File: src/rtl/mem_arbiter.sv
// Two-port round-robin arbiter (cpu, dbg) in front of a single synchronous-read memory.
// Each access spends one ADDR cycle (grant, address/write strobe) and one DATA cycle (read return).
module mem_arbiter (
   input  logic        clk,
   input  logic        rst,
   input  logic        cpu_req,
   input  logic        cpu_we,
   input  logic [7:0]  cpu_addr,
   input  logic [31:0] cpu_wdata,
   output logic        cpu_gnt,
   output logic        cpu_rvalid,
   output logic [31:0] cpu_rdata,
   input  logic        dbg_req,
   input  logic        dbg_we,
   input  logic [7:0]  dbg_addr,
   input  logic [31:0] dbg_wdata,
   output logic        dbg_gnt,
   output logic        dbg_rvalid,
   output logic [31:0] dbg_rdata,
   output logic [7:0]  mem_addr,
   output logic        mem_we,
   output logic [31:0] mem_wdata,
   input  logic [31:0] mem_rdata,
   output logic        busy
);

   localparam logic [1:0] IDLE = 2'd0;
   localparam logic [1:0] ADDR = 2'd1;
   localparam logic [1:0] DATA = 2'd2;

   logic [1:0]  state;
   logic [1:0]  state_nxt;
   // last-granted port, which is also the owner of the access in flight (0 = cpu, 1 = dbg)
   logic        last;
   logic        win;
   logic        any_req;
   logic        we_q;
   logic [7:0]  addr_q;
   logic [31:0] wdata_q;
   logic [31:0] cpu_rdata_q;
   logic [31:0] dbg_rdata_q;
   logic        in_addr;
   logic        in_data;

   assign any_req = cpu_req | dbg_req;

   always_comb begin
      win = dbg_req;
      if (cpu_req && dbg_req) begin
         win = ~last;
      end
   end

   always_comb begin
      state_nxt = IDLE;
      case (state)
         IDLE:    state_nxt = any_req ? ADDR : IDLE;
         ADDR:    state_nxt = DATA;
         DATA:    state_nxt = any_req ? ADDR : IDLE;
         default: state_nxt = IDLE;
      endcase
   end

   // Requester inputs are captured only at the edge that enters ADDR.
   always_ff @(posedge clk or posedge rst) begin
      if (rst) begin
         state       <= IDLE;
         last        <= 1'b1;
         we_q        <= 1'b0;
         addr_q      <= 8'h00;
         wdata_q     <= 32'h0;
         cpu_rdata_q <= 32'h0;
         dbg_rdata_q <= 32'h0;
      end else begin
         state <= state_nxt;
         if (state_nxt == ADDR) begin
            last    <= win;
            we_q    <= win ? dbg_we    : cpu_we;
            addr_q  <= win ? dbg_addr  : cpu_addr;
            wdata_q <= win ? dbg_wdata : cpu_wdata;
         end
         if (cpu_rvalid) begin
            cpu_rdata_q <= mem_rdata;
         end
         if (dbg_rvalid) begin
            dbg_rdata_q <= mem_rdata;
         end
      end
   end

   assign in_addr = (state == ADDR);
   assign in_data = (state == DATA);

   assign cpu_gnt    = in_addr & ~last;
   assign dbg_gnt    = in_addr &  last;
   assign cpu_rvalid = in_data & ~we_q & ~last;
   assign dbg_rvalid = in_data & ~we_q &  last;

   // Read data passes straight through in DATA and is held from a register otherwise.
   assign cpu_rdata = cpu_rvalid ? mem_rdata : cpu_rdata_q;
   assign dbg_rdata = dbg_rvalid ? mem_rdata : dbg_rdata_q;

   assign mem_we    = in_addr & we_q;
   assign mem_addr  = in_addr ? addr_q  : 8'h00;
   assign mem_wdata = in_addr ? wdata_q : 32'h0;
   assign busy      = (state != IDLE);

endmodule

File: config.mk
export PLATFORM = sky130hd
export DESIGN_NAME = mem_arbiter
export DESIGN_NICKNAME = d
export VERILOG_FILES = /design/src/rtl/mem_arbiter.sv
export SDC_FILE = /design/constraint.sdc
export NUM_CORES = 1
export LEC_CHECK = 0
export ABC_AREA = 1
export CORE_ASPECT_RATIO = 1.75
export CORE_MARGIN = 2
export CORE_UTILIZATION = 39
export DETAILED_ROUTE_END_ITERATION = 12
export GPL_TIMING_DRIVEN = 0
export HOLD_SLACK_MARGIN = 0.1
export PLACE_DENSITY = 0.86
export SYNTH_ARGS = -nofsm -noshare
export SYNTH_HDL_FRONTEND = slang
export SYNTH_SLANG_ARGS = --single-unit
File: constraint.sdc
create_clock -name clk -period 4.5 [get_ports clk]
set_clock_uncertainty 0.15 [all_clocks]
set_input_delay 1.35 -clock clk [delete_from_list [all_inputs] [get_ports clk]]
set_output_delay 1.35 -clock clk [all_outputs]
set_load 0.02 [all_outputs]
==> After elaboration in Yosys (flattened, before gate mapping) <==
Index checks and enable logic that the tools add are counted.
{ "totals": {"regBits": 108, "input_bits": 118, "out_inout_bits": 110, "word_cells": 33} }
{ "op_classes": {"n_eq_ne": 3, "n_mux": 10, "bitwise": 9, "n_reduce_logical": 4} }
{ "op_table": {"columns": ["op", "count"], "rows": [
  ["32-bit 2-to-1 mux", 4],
  ["8-bit 2-to-1 mux", 2],
  ["1-bit AND", 6],
  ["2-bit by 1-bit equality test with 1-bit output, second input constant", 2],
  ["2-bit one-hot mux with 2 select lines", 1],
  ["1-bit 2-to-1 mux", 3],
  ["2-bit equality test, second input constant", 1],
  ["2-bit zero test", 1],
  ["1-bit inverter", 2],
  ["2-bit nonzero test", 1],
  ["2-bit OR reduction", 1],
  ["1-bit logical AND", 1],
  ["1-bit bitwise OR", 1]
]} }

==> Logic depth before layout (Yosys ltp) <==
{ "logic_depth": {"word_depth": 4, "ltp_mapped": 7, "depth_no_buf": 5} }

==> Worst setup path after synthesis <==
Ideal clock, no wire load.
{ "synth_path": {"kind": "input to output", "startpoint": "input mem_rdata[10]", "endpoint": "output dbg_rdata[10]", "arrival_ns": 1.620, "t_required_ns": 3.000, "setup_slack_ns": 1.380, "path_stages": 2, "cell_sequence": "nand4_1 -> nand2_1"} }
{ "synth_between": {"elab_chain_len": 1} }
{ "synth_lines": {"columns": ["item", "line_no", "rtl"], "rows": [
  ["start, declared", "23", "input logic [31:0] mem_rdata,"],
  ["32-bit 2-to-1 mux", null, null],
  ["end, declared", "19", "output logic [31:0] dbg_rdata,"]
]} }
No other way between the ends.

==> Worst setup path in the final report <==
{ "layout_path": {"startpoint": "input mem_rdata[29]", "endpoint": "output dbg_rdata[29]"} }
Same word-level chain as after synthesis.

==> metrics.cfg <==
[sta]
worst_slew_pin_slew_ps = 563
slew_headroom_pct = 62.4
setup_violations = 0
max_freq_mhz = 236
drv_slew = 0
tns_ps = 0
hold_viol_final = 0
post-route-min-period_ps = 4240
rsz0062_at_grt = no
period_share_pct = 94.3
whs_ps = 318

[min_path]
holdPathStages = 2
hold_path_class = reg -> reg

[power_and_ir_drop]
power_density_nw_per_um2 = 530
p_leak_uw = 0.00436
max-vdd-ir-drop_v = 0.000186

[detailed_routing]
drt_wl_total_um = 16500
antenna_left = 0
drtPass1Iterations = 7
detail_route.vias_per_cell = 4.73
vias = 5501
wire_per_inst_um = 14.2
drc = 0
drt-initial-drc-count = 194

[global_routing]
grt_first_pass_wirelength_um = 26400
grt_max_degree = 68
grt_pass1_vias = 5365
globalRouteOverflowTotal = 0
track_usage_pct = 21.9
antenna_found_initial = 0

[clocking]
clock-root-buffer = clkbuf_16
clock_path_buffers = 2
cts_made_buffers = 9
cts_resized = 0
post_cts_buffers = 0
cts_tree = built
clk-insertion-delay-late_ps = 330
cts.sinks = 108
clk_pin_slew_worst_paths_ps = 70
postCtsHoldBufs = 0
cts_max_level = 3

[place]
numPortBuffers = 226
dp_hpwl_um = 13100
dp.cells = 1146
gp_congestion = 0.859

[finish]
drive_above_1_share_pct = 7.82
stdcell_count = 1162
n_fill_cell = 1236
regArea_sq_um = 2700
finish.utilization_pct = 60.4
diodes = 0
area_delta_synth_final_pct = 51.0
multi_input_area_sq_um = 2020
nets = 1098

[synth]
synth_top_area_cell = dfrtp_1
ys_seq_area_share_pct = 48.6
synthesis.nets = 860
synthCells = 742
ys_seq_elements = 108
yosysWarningCount = 0
ys_types = 19
syn_area_sq_um = 5560
synth_area_leaders = dfrtp_1 48%, nand2_1 17%, inv_1 8.5%
syn_avg_cell_area_sq_um = 7.49
synth.top_cell.area_share_pct = 48.2

[worst_setup_path]
cp_num_cells = 4
crit_top_cell = clkdlybuf4s50_1
critPathMaxFanout = 2
critPathLaunchType = input pin
crit_path_top_delay_cell = clkdlybuf4s50_1
reg2reg_depth = 7
crit_type = in -> out
cpPeakStageDelay_ps = 640
arrival_ps = 2740
end_kind = output port
critPathTopFamily = buffers and inverters
path_cells = clkdlybuf4s50_1 -> nand4_1 -> nand2_1 -> clkdlybuf4s50_1
rrSetupSlack_ps = 2820
timing.critical_path.buf_inv = 2
critPathRequiredTime_ps = 3000

[die]
fp.dieH_um = 162
die_x_um = 94.3
dieArea_sq_um = 15300
row_count = 57
coreArea_sq_um = 13900
ios = 228
initial_core_util_pct = 40.0

[flow_run]
maxCapViolCount = 0

[status]
status = completed

## final timing paths
path / start / endpoint
max: mem_rdata[29] / dbg_rdata[29]
min: cpu_rdata_q[23]$_DFF_PP0_ / cpu_rdata_q[23]$_DFF_PP0_
max reg2reg: last$_DFFE_PP1N_ / addr_q[1]$_DFFE_PP0N_
min reg2reg: cpu_rdata_q[23]$_DFF_PP0_ / cpu_rdata_q[23]$_DFF_PP0_
max in group asynchronous: rst / dbg_rdata_q[29]$_DFF_PP0_
min in group asynchronous: rst / cpu_rdata_q[10]$_DFF_PP0_
## cell families (layout without fill, tap and decap cells)
logic type / count (synthesis) / count (layout) / synth area share, %
compound gates: 2 / 2 / 0.383
buf+inv: 182 / 425 / 15.1
flops: 108 / 108 / 48.6
simple gates: 450 / 450 / 35.9
## flip-flops by register name (all words and copies together) (netlist names)
| register | count |
|---|---|
| dbg_rdata_q | 32 |
| we_q | 1 |
| cpu_rdata_q | 32 |
| last | 1 |
| state | 2 |
| wdata_q | 32 |
| addr_q | 8 |
## worst min-delay path, stage by stage (launching register included)
cell and delay (ps):
dfrtp_1 320, nand2_1 50, nand2_1 70
## area by class of cell
class,count,area share [%]
sequential,108,32.2
inverter,130,5.84
tap,177,2.64
timing repair buffer,227,27.3
multi-input combinational,452,24.0
clock buffer,11,3.01
clock inverter,5,0.805
buffer,52,4.16
## per-layer routing
metal	global-route usage (%)	up-vias	wire (um)
met4	9.09	0	554
met1	23.6	2503	6060
li1	-	2766	-
met2	41.1	196	9010
met5	0	-	0
met3	3.76	36	832
## placed cells by master, fill, tap and decap left out, drive strengths merged
cell / count
clkdlybuf4s50: 226
buf: 46
bufinv: 1
o21ai: 2
inv: 132
dfstp: 1
dfrtp: 107
nand4: 64
nor2: 47
nand2: 255
nand3: 84
clkbuf: 18
clkinv: 2
## where the power goes
group | switching [uW] | internal (uW)
combinational | 1220 | 937
clock | 362 | 470
sequential | 122 | 1340
## synth_stat cells
master and n:
nand4_1 64, nor2_4 3, nand3_2 2, nor2_2 2, clkbuf_1 7, dfstp_2 1
dfrtp_1 107, o21ai_4 1, o21ai_1 1, inv_2 4, nand3_1 82, nor2_1 42
buf_1 1, inv_1 126, buf_4 2, buf_6 15, buf_2 27, nand2_2 2
nand2_1 253
## stage by stage
stage          area (sq um)  setup slack [ps]  total power, uW
3_5_place_dp           8070               270             3640
6_report               8390               259             4450
3_3_place_gp           8040             -1500             3590
2_1_floorplan          5560               156             2590
5_1_grt                8390               223             4710
4_1_cts                8390               263             4490
Power figures use the tool's default switching activity.
